--- src/rtl/b01_serial_tx.sv ---
// b01 serial transmit side: shifts operand pairs out LSB-first on line1/line2
// and gathers the core's outp/overflw responses into a parallel result word.
module b01_serial_tx #(
  parameter int WIDTH  = 8,
  parameter int RX_LAT = 1,
  parameter int GAP    = 1
) (
  input  logic             clock,
  input  logic             reset_n,
  input  logic             in_valid,
  output logic             in_ready,
  input  logic [WIDTH-1:0] in_a,
  input  logic [WIDTH-1:0] in_b,
  output logic             line1,
  output logic             line2,
  input  logic             rx_outp,
  input  logic             rx_overflw,
  output logic             res_valid,
  output logic [WIDTH-1:0] res_data,
  output logic             res_ovf,
  output logic             busy
);

  localparam int CW = $clog2(WIDTH + RX_LAT + 1);
  localparam int GW = (GAP > 1) ? $clog2(GAP + 1) : 1;

  localparam logic [CW-1:0] W_C   = CW'(WIDTH);
  localparam logic [CW-1:0] L_C   = CW'(RX_LAT);
  localparam logic [CW-1:0] END_C = CW'(WIDTH + RX_LAT);
  localparam logic [GW-1:0] G_C   = GW'(GAP);

  typedef enum logic [1:0] {
    IDLE,
    SHIFT,
    DRAIN,
    GAP_S
  } state_e;

  state_e           state_q, state_d;
  logic [CW-1:0]    cnt_q, cnt_d;
  logic [GW-1:0]    gcnt_q, gcnt_d;
  logic [WIDTH-1:0] sh_a_q, sh_a_d;
  logic [WIDTH-1:0] sh_b_q, sh_b_d;
  logic             line1_q, line1_d;
  logic             line2_q, line2_d;
  logic [WIDTH-1:0] stage_q, stage_d;
  logic             stg_ovf_q, stg_ovf_d;
  logic             res_valid_q, res_valid_d;
  logic [WIDTH-1:0] res_data_q, res_data_d;
  logic             res_ovf_q, res_ovf_d;
  logic             samp;

  // cnt_q holds the edge index relative to the accepting edge
  always_comb begin
    state_d     = state_q;
    cnt_d       = cnt_q;
    gcnt_d      = gcnt_q;
    sh_a_d      = sh_a_q;
    sh_b_d      = sh_b_q;
    line1_d     = 1'b0;
    line2_d     = 1'b0;
    stage_d     = stage_q;
    stg_ovf_d   = stg_ovf_q;
    res_valid_d = 1'b0;
    res_data_d  = res_data_q;
    res_ovf_d   = res_ovf_q;
    samp        = 1'b0;
    unique case (state_q)
      IDLE: begin
        if (in_valid) begin
          state_d   = SHIFT;
          cnt_d     = CW'(1);
          gcnt_d    = '0;
          line1_d   = in_a[0];
          line2_d   = in_b[0];
          sh_a_d    = in_a >> 1;
          sh_b_d    = in_b >> 1;
          stage_d   = '0;
          stg_ovf_d = 1'b0;
        end
      end
      SHIFT: begin
        cnt_d = cnt_q + 1'b1;
        samp  = (cnt_q > L_C);
        if (cnt_q < W_C) begin
          line1_d = sh_a_q[0];
          line2_d = sh_b_q[0];
          sh_a_d  = sh_a_q >> 1;
          sh_b_d  = sh_b_q >> 1;
        end else begin
          state_d = DRAIN;
        end
      end
      DRAIN: begin
        samp = 1'b1;
        if (cnt_q == END_C) begin
          state_d     = (GAP == 0) ? IDLE : GAP_S;
          gcnt_d      = GW'(1);
          res_valid_d = 1'b1;
          res_data_d  = {rx_outp, stage_q[WIDTH-1:1]};
          res_ovf_d   = stg_ovf_q | rx_overflw;
        end else begin
          cnt_d = cnt_q + 1'b1;
        end
      end
      GAP_S: begin
        if (gcnt_q == G_C) begin
          state_d = IDLE;
        end else begin
          gcnt_d = gcnt_q + 1'b1;
        end
      end
      default: state_d = IDLE;
    endcase
    if (samp) begin
      stage_d   = {rx_outp, stage_q[WIDTH-1:1]};
      stg_ovf_d = stg_ovf_q | rx_overflw;
    end
  end

  always_ff @(posedge clock or negedge reset_n) begin
    if (!reset_n) begin
      state_q     <= IDLE;
      cnt_q       <= '0;
      gcnt_q      <= '0;
      sh_a_q      <= '0;
      sh_b_q      <= '0;
      line1_q     <= 1'b0;
      line2_q     <= 1'b0;
      stage_q     <= '0;
      stg_ovf_q   <= 1'b0;
      res_valid_q <= 1'b0;
      res_data_q  <= '0;
      res_ovf_q   <= 1'b0;
    end else begin
      state_q     <= state_d;
      cnt_q       <= cnt_d;
      gcnt_q      <= gcnt_d;
      sh_a_q      <= sh_a_d;
      sh_b_q      <= sh_b_d;
      line1_q     <= line1_d;
      line2_q     <= line2_d;
      stage_q     <= stage_d;
      stg_ovf_q   <= stg_ovf_d;
      res_valid_q <= res_valid_d;
      res_data_q  <= res_data_d;
      res_ovf_q   <= res_ovf_d;
    end
  end

  assign line1     = line1_q;
  assign line2     = line2_q;
  assign res_valid = res_valid_q;
  assign res_data  = res_data_q;
  assign res_ovf   = res_ovf_q;
  assign in_ready  = (state_q == IDLE);
  assign busy      = (state_q != IDLE);

endmodule
--- config.mk ---
export PLATFORM = sky130hd
export DESIGN_NAME = b01_serial_tx
export DESIGN_NICKNAME = d
export VERILOG_FILES = /design/src/rtl/b01_serial_tx.sv
export SDC_FILE = /design/constraint.sdc
export NUM_CORES = 1
export LEC_CHECK = 0
export BUFFER_PORTS_ARGS = -buffer_cell sky130_fd_sc_hd__buf_2
export CORE_MARGIN = 5
export CORE_UTILIZATION = 50
export CTS_CLUSTER_SIZE = 14
export DETAILED_ROUTE_END_ITERATION = 12
export GPL_TIMING_DRIVEN = 0
export PLACE_DENSITY = 0.73
export SLEW_MARGIN = 10
export SYNTH_ARGS = -nofsm -noshare
export SYNTH_HDL_FRONTEND = slang
export SYNTH_SLANG_ARGS = --single-unit
export TNS_END_PERCENT = 10
--- constraint.sdc ---
create_clock -name clock -period 2.44 [get_ports clock]
set_clock_uncertainty 0.1 [all_clocks]
set_input_delay 0.732 -clock clock [delete_from_list [all_inputs] [get_ports clock]]
set_output_delay 0.732 -clock clock [all_outputs]
set_load 0.01 [all_outputs]
==> qor.yml, run 1 <==
clock_latency_ns: 0.29
fin_setup_tns_ns: 0
setup.worst_path.end_class: "primary output"
antenna_cells: 0
cp_num_buf_inv: 4
crit_path_max_incr_delay_ns: 0.39
instances_no_fill: 282
detail-route-antenna-nets: 0
hpwl_um: 2650
post_drt_wl_per_cell_um: 12.7
synthCells: 192
die_area_mm2: 0.00528
die_width_um: 72.6
synth.distinct_cells: 30
fin_nets: 261
seq_area_frac_synth_pct: 52.3
tightest_slew_ns: 0.870
synth_area_mm2: 0.00196
drc_errors: 0
syn_area_per_cell_um2: 10.2
die_h_um: 72.6
p_leak_nw: 1.19
io_pins: 35
vdd_drop_max_mv: 0.885
drt_iter0_drc: 55
cts_tree: "done"
port_buffers: 34
grt_max_degree: 42
critPathKind: "reg2out"
placed_cell_area_mm2: 0.00219
path_clk_slew_ns: 0.08
vias: 1417
grt_pass1_wl_um: 6260
rows: 22
place_congestion: 0.766
setup_viol: 0
fp.coreArea_mm2: 0.00374
totalWireLength_um: 3580
cts_root_buffer: "clkbuf_8"
cts_inserted_buffers: 5
cp_slowest_cell: "dfrtp_1"
period_needed_ns: 2.30
postCtsSetupBuffers: 0
worstPathMaxFanout: 9
cts_sinks: 41
syn_to_final_growth_pct: 17.6
start_util_pct: 52.4
worstPathRequired_ns: 1.61
cp.arrival_ns: 1.47
antenna_found_initial: 0
cts.hold.buffers_added: 0
critPathTopFamily: "buffers and inverters"
cp-start-kind: "flop"
max_freq_mhz: 434
first_global_vias: 1402
final_common_cell: "dfrtp_1"
detail_route.vias_per_cell: 5.02
hp-class: "reg2reg"
status: "completed"
final_cell_mix: "dfrtp_1 (41), buf_2 (37), nand2_1 (32)"
cts_resized: 0
max-cap-violations: 0
path_cells: "inv_1, ha_1, buf_2, inv_1, buf_2"
dr.pass1.iters: 4
fin_crit_sh_pct: 94.4
drv_slew: 0
drive_gt1_share_pct: 22.6
yosys_warnings: 0
postLayoutCellArea_mm2: 0.00231
finalHoldViolations: 0
rsz0062_at_grt: "no"
syn-num-nets: 220
cts.htree.levels: 2
track_usage_pct: 15.0
relSlewSlack_pct: 42.0
ys_ff_latch: 41
powerDensity_mw_per_mm2: 1370
dp_cells: 274
overflow: 0
cts_buffer_depth: 2
[cell type report]
| cell class | instances | area, um2 |
|---|---|---|
| fill | 334 | 1440 |
| clock buffer | 5 | 68.8 |
| inverter | 15 | 56.3 |
| buffer | 8 | 41.3 |
| multi-input combinational | 128 | 838 |
| tap | 48 | 60.1 |
| sequential | 41 | 1030 |
| clock inverter | 3 | 46.3 |
| timing repair buffer | 34 | 170 |
[cell families after synthesis]
logic type / count (synthesis) / synth area share [%]
simple gates: 63 / 14.7
buf+inv: 23 / 4.97
fa+ha+maj: 7 / 4.46
compound gates: 37 / 12.8
flops: 41 / 52.3
mux: 21 / 10.8
[report_power, final]
| part | internal [W] | switching (W) | leakage, nW |
|---|---|---|---|
| clock network | 0.000306 | 0.000248 | 0.0543 |
| registers | 0.000993 | 0.000180 | 0.498 |
| logic | 0.000623 | 0.000816 | 0.634 |
| total | 0.00192 | 0.00124 | 1.19 |
[cell usage after synthesis (all sizes together)]
cell / number / area share (%)
a211o: 1 / 0.45
a211oi: 1 / 1.0
a21o: 1 / 0.38
a21oi: 19 / 4.8
a32o: 2 / 1.0
and2: 1 / 0.32
and3: 2 / 0.64
buf: 6 / 1.7
clkbuf: 2 / 0.38
dfrtp: 41 / 52
ha: 7 / 4.5
inv: 15 / 2.9
mux2: 1 / 0.57
mux2i: 20 / 10
nand2: 32 / 6.1
nand3: 3 / 0.77
nand3b: 1 / 0.38
nand4b: 1 / 1.2
nor2: 18 / 3.4
nor2b: 2 / 0.77
nor3: 2 / 0.51
o211ai: 1 / 1.1
o21ai: 10 / 3.1
o22a: 1 / 0.45
o31a: 1 / 0.45
or4b: 1 / 0.51
[metal layers]
metal / wire length [um] / part of all wire (%) / global-route usage, % / up-vias
met4: 34 / 0.95 / 3.69 / 0
met5: 0 / 0 / 0 / -
li1: - / - / - / 720
met3: 128 / 3.6 / 4.27 / 6
met2: 1730 / 48 / 23.6 / 19
met1: 1690 / 47 / 20.3 / 672
[path summary, 6_finish.rpt]
check / slack [ns] / cells past startpoint / startpoint / to
max: 0.14 / 5 / state_q[0]$_DFFE_PN0P_ / busy
max in group asynchronous: 1.24 / 1 / reset_n / res_data[1]$_DFFE_PN0P_
min in group asynchronous: 0.44 / 1 / reset_n / state_q[0]$_DFFE_PN0P_
min: 0.38 / 2 / stage_q[1]$_DFFE_PN0P_ / res_data[0]$_DFFE_PN0P_
max reg2reg: 0.48 / 7 / state_q[0]$_DFFE_PN0P_ / sh_b_q[4]$_DFFE_PN0P_
min reg2reg: 0.38 / 2 / stage_q[1]$_DFFE_PN0P_ / res_data[0]$_DFFE_PN0P_
[worst reg2reg max path: cells and delay by family (launching register included)]
| kind | cells | cell delay [ns] |
|---|---|---|
| AO/OA/AOI/OAI | 2 | 0.41 |
| adder cells (fa/ha/maj) | 1 | 0.21 |
| buffers and inverters | 3 | 0.54 |
| flip-flops | 1 | 0.39 |
| AND/OR/NAND/NOR | 1 | 0.20 |
[stage by stage]
stage / total power (W) / setup slack [ns] / utilization (%) / hold slack, ns
2_1_floorplan: 0.00227 / 0.585 / - / 0.336
3_3_place_gp: 0.00261 / 0.453 / 58.6 / 0.359
3_5_place_dp: 0.00265 / 0.450 / 58.6 / 0.367
4_1_cts: 0.00321 / 0.112 / 61.6 / 0.387
5_1_grt: 0.00344 / 0.00428 / 61.6 / 0.400
6_report: 0.00317 / 0.137 / 61.6 / 0.378
[state kept, by name (all words and copies together) (netlist names)]
signal and count:
state_q 2, gcnt_q 1, line2 1, cnt_q 4
sh_a_q 7, stage_q 7, res_ovf 1, line1 1
res_data 8, stg_ovf_q 1, sh_b_q 7, res_valid 1
Note: power is estimated with default switching activity, not from simulation.
==> run 2, diff against run 1 <==
CELL_PAD_IN_SITES_DETAIL_PLACEMENT = 0   (was unset)
CELL_PAD_IN_SITES_GLOBAL_PLACEMENT = 1   (was unset)
CORE_UTILIZATION = 42   (was 50)
PLACE_DENSITY = unset   (was 0.73)
PLACE_DENSITY_LB_ADDON = 0.1   (was unset)
==> run 2 against run 1 <==
Against the previous run:
- total power up 5.0%
- utilization down 9.1 points
- via count up 4.7%
- worst setup slack worse by 0.033 ns
- wire length up 14%
- global-route usage down 0.22 points
- critical path type unchanged
- final area up 1.2%
==> qor.yml, run 2 (same netlist as run 1, synthesis figures left out) <==
status: "completed"
max_freq_mhz: 428
finalHoldViolations: 0
cts.hold.buffers_added: 0
rows: 24
powerDensity_mw_per_mm2: 1420
tightest_slew_ns: 0.916
p_leak_nw: 1.20
start_util_pct: 44.1
hold_end: "res_data[5]$_DFFE_PN0P_"
antenna_cells: 0
cts.htree.levels: 2
timing.rr.start: "state_q[0]$_DFFE_PN0P_"
place_congestion: 0.735
port_buffers: 34
fin_nets: 261
rrSetupSlack_ns: 0.43
drive_gt1_share_pct: 22.6
final_cell_mix: "dfrtp_1 (41), buf_2 (37), nand2_1 (32)"
critPathKind: "reg2out"
hpwl_um: 2940
relSlewSlack_pct: 38.9
drc_errors: 0
cp_slowest_cell: "dfrtp_1"
top_layer: "met4"
dr_wl_met3_um: 209
dr.pass1.iters: 4
whs_path_depth: 2
cts_tree: "done"
grt_max_degree: 42
vias: 1483
path_cells: "inv_1, ha_1, buf_2, inv_1, buf_2"
clock_latency_ns: 0.30
path_clk_slew_ns: 0.09
final_common_cell: "dfrtp_1"
largest_reg_flops: 8
totalWireLength_um: 4080
period_needed_ns: 2.34
post_drt_wl_per_cell_um: 14.3
min-delay-start: "res_data[5]$_DFFE_PN0P_"
die_area_mm2: 0.00614
worstPathMaxFanout: 9
setup_ws_ns: 0.103
crit_path_max_incr_delay_ns: 0.39
wl_met2_um: 2030
cts_root_buffer: "clkbuf_8"
die_width_um: 78.3
reg2regPathDepth: 8
worstPathRequired_ns: 1.61
fin_setup_tns_ns: 0
postCtsSetupBuffers: 0
cp-start-kind: "flop"
max-cap-violations: 0
syn_to_final_growth_pct: 19.0
setup.worst_path.end_class: "primary output"
first_global_vias: 1591
vdd_drop_max_mv: 0.664
drv_slew: 0
wl_met1_um: 1790
io_pins: 35
setup_viol: 0
detail_route.vias_per_cell: 5.19
fp.coreArea_mm2: 0.00444
die_h_um: 78.3
antenna_found_initial: 0
detail-route-antenna-nets: 0
holdWs_ns: 0.383
place_ws_ns: 0.438
track_usage_pct: 14.7
cts_resized: 0
overflow: 0
cts_buffer_depth: 2
cts_sinks: 41
hp-class: "reg2reg"
rsz0062_at_grt: "no"
grt_pass1_wl_um: 7170
drt_iter0_drc: 79
r2r-end: "sh_b_q[1]$_DFFE_PN0P_"
cts_inserted_buffers: 5
cp.arrival_ns: 1.50
fin_crit_sh_pct: 95.8
==> run 2: changes by cell type in the layout (fill, tap and decap cells not counted) <==
cell | previous run | this run
clkinv_4 | 1 | 0
bufinv_16 | 1 | 2
clkinvlp_4 | 1 | 0
inv_6 | 0 | 1
==> run 2: routing by layer <==
layer,up-vias,global-route usage [%]
li1,727,-
met1,712,16.9
met2,38,26.4
met3,6,4.00
met4,0,5.24
met5,-,0
==> run 2: area by class of cell <==
type | instances | area, um2
well taps | 52 | 65.1
clock buffers | 5 | 68.8
repair buffers | 34 | 170
fillers | 443 | 2110
flip-flops and latches | 41 | 1030
multi-input cells | 128 | 838
plain buffers | 8 | 41.3
clock inverters | 3 | 68.8
inverters | 15 | 56.3
==> run 2: worst max path at each step <==
stage	startpoint	end	slack, ns	depth (start not counted)
2_1_floorplan	state_q[0]$_DFFE_PN0P_	state_q[1]$_DFFE_PN0P_	0.59	7
3_3_place_gp	state_q[0]$_DFFE_PN0P_	busy	0.46	5
3_5_place_dp	state_q[0]$_DFFE_PN0P_	busy	0.44	5
4_1_cts	state_q[0]$_DFFE_PN0P_	busy	0.09	5
5_1_grt	state_q[0]$_DFFE_PN0P_	busy	0.004	5
6_report	state_q[0]$_DFFE_PN0P_	busy	0.10	5
==> run 2: power by group <==
part / internal, W / switching [W]
sequential: 0.000992 / 0.000174
combinational: 0.000624 / 0.000865
clock: 0.000412 / 0.000258
==> run 2: metrics by stage <==
step | power, W | utilization (%) | cells | cell area (um2)
floorplan | 0.00227 | - | 192 | 1960
global placement | 0.00261 | 49.4 | 278 | 2200
detailed placement | 0.00269 | 49.4 | 278 | 2200
CTS | 0.00338 | 52.5 | 286 | 2330
global route | 0.00362 | 52.5 | 286 | 2330
finish | 0.00333 | 52.5 | 286 | 2330
==> run 2: critical path, delay by kind of cell, from the launching register on <==
family	cells	cell delay (ns)
buf+inv	4	0.60
fa+ha+maj	1	0.21
flops	1	0.39
==> run 3, diff against run 2 <==
CORE_UTILIZATION = 40   (was 42)
==> run 3 against run 2 <==
Against the previous run:
- combinational power hardly changed
- global-route usage is 0.98 points lower
- total power is 3.7% lower
- worst setup slack better by 0.022 ns
- die area is 4.4% higher
- worst hold slack worse by 0.0052 ns
- clock power is 17% lower
- wire length is 2.6% lower
- final area is 0.11% lower
- utilization is 3.5 points lower
- critical path type unchanged
- count of clock-buffer cells in the layout is 2 higher
==> qor.yml, run 3 (same netlist as run 1, synthesis figures left out) <==
drv_slew: 0
max_freq_mhz: 432
grt_pass1_wl_um: 6920
finalHoldViolations: 0
holdWs_ns: 0.378
start_util_pct: 41.3
post_drt_wl_per_cell_um: 13.2
rows: 25
vias: 1455
antenna_cells: 0
fill_cells: 473
tightest_slew_ns: 0.915
fin_nets: 261
drt_iter0_drc: 100
p_leak_nw: 1.19
cts_buffer_depth: 2
period_needed_ns: 2.31
final_cell_mix: "dfrtp_1 (41), buf_2 (37), nand2_1 (32)"
dr.pass1.iters: 4
multiInputGateArea_um2: 838
die_width_um: 80.0
rsz0062_at_grt: "no"
worstPathRequired_ns: 1.61
path_cells: "inv_1, ha_1, buf_2, inv_1, buf_2"
regArea_mm2: 0.00103
setup_ws_ns: 0.126
cts_tree: "done"
port_buffers: 34
cts_inserted_buffers: 5
cts.htree.levels: 2
crit_path_max_incr_delay_ns: 0.39
postCtsSetupBuffers: 0
cts_resized: 0
relSlewSlack_pct: 39.0
detail_route.vias_per_cell: 4.83
cp_slowest_cell: "dfrtp_1"
rrSetupSlack_ns: 0.44
cp.arrival_ns: 1.48
io_pins: 35
cp_num_buf_inv: 4
max-cap-violations: 0
critPathTopFamily: "buffers and inverters"
largest_reg_flops: 8
place_congestion: 0.696
final_common_cell: "dfrtp_1"
powerDensity_mw_per_mm2: 1370
cts_sinks: 41
die_h_um: 80.0
track_usage_pct: 13.8
cp-start-kind: "flop"
fp.coreArea_mm2: 0.00475
status: "completed"
antenna_found_initial: 0
placed_cell_area_mm2: 0.00222
setup.worst_path.end_class: "primary output"
totalWireLength_um: 3980
min-delay-start: "stage_q[1]$_DFFE_PN0P_"
drc_errors: 0
cts_root_buffer: "clkbuf_8"
detail-route-antenna-nets: 0
first_global_vias: 1535
critPathKind: "reg2out"
syn_to_final_growth_pct: 18.9
overflow: 0
crit_path_start: "state_q[0]$_DFFE_PN0P_"
place_ws_ns: 0.413
postLayoutCellArea_mm2: 0.00233
timing.rr.start: "state_q[0]$_DFFE_PN0P_"
fin_crit_sh_pct: 94.9
vdd_drop_max_mv: 0.453
hpwl_um: 2870
fin_setup_tns_ns: 0
cts.hold.buffers_added: 0
worstPathMaxFanout: 9
hp-class: "reg2reg"
die_area_mm2: 0.00641
drive_gt1_share_pct: 22.2
clock_latency_ns: 0.28
path_clk_slew_ns: 0.08
grt_max_degree: 42
setup_viol: 0
## run 3: where the power goes
part	leakage, nW	internal, W	total (W)	switching [W]
Clock	0.0585	0.000333	0.000556	0.000222
Combinational	0.634	0.000625	0.00147	0.000849
Sequential	0.498	0.000994	0.00117	0.000179
Total	1.19	0.00195	0.00320	0.00125
## run 3: worst register-to-register path: cells and delay by family, from the launching register on
family	cells	cell delay [ns]
compound gates	1	0.17
fa+ha+maj	1	0.21
buf+inv	2	0.26
flops	1	0.39
mux	1	0.34
simple gates	2	0.42
## run 3: path summary, 6_finish.rpt
check                                               end  cells past startpoint
worst max-delay path                               busy                      5
min in group asynchronous         sh_a_q[2]$_DFFE_PN0P_                      1
worst min register to register  res_data[0]$_DFFE_PN0P_                      2
worst min-delay path            res_data[0]$_DFFE_PN0P_                      2
worst max register to register   state_q[1]$_DFFE_PN0P_                      7
max in group asynchronous          cnt_q[0]$_DFFE_PN0P_                      1
## run 3: area by class of cell
class	instances	share of cell area, %
Sequential cell	41	44.0
Multi-Input combinational cell	128	35.9
Timing Repair Buffer	34	7.30
Clock buffer	7	3.70
Tap cell	67	3.59
Inverter	15	2.41
Buffer	8	1.77
Clock inverter	1	1.29
## run 3: metal layers
layer	GRT usage [%]	routed length, um
met5	0	0
met4	4.05	39
met3	4.74	213
met2	23.3	1980
met1	16.4	1740
## run 3: metrics by stage
stage / power (W) / utilization, % / std cells
finish: 0.00320 / 49.1 / 301
global route: 0.00348 / 49.1 / 301
CTS: 0.00325 / 49.1 / 301
detailed placement: 0.00268 / 46.6 / 293
global placement: 0.00261 / 46.6 / 293
floorplan: 0.00227 / - / 192
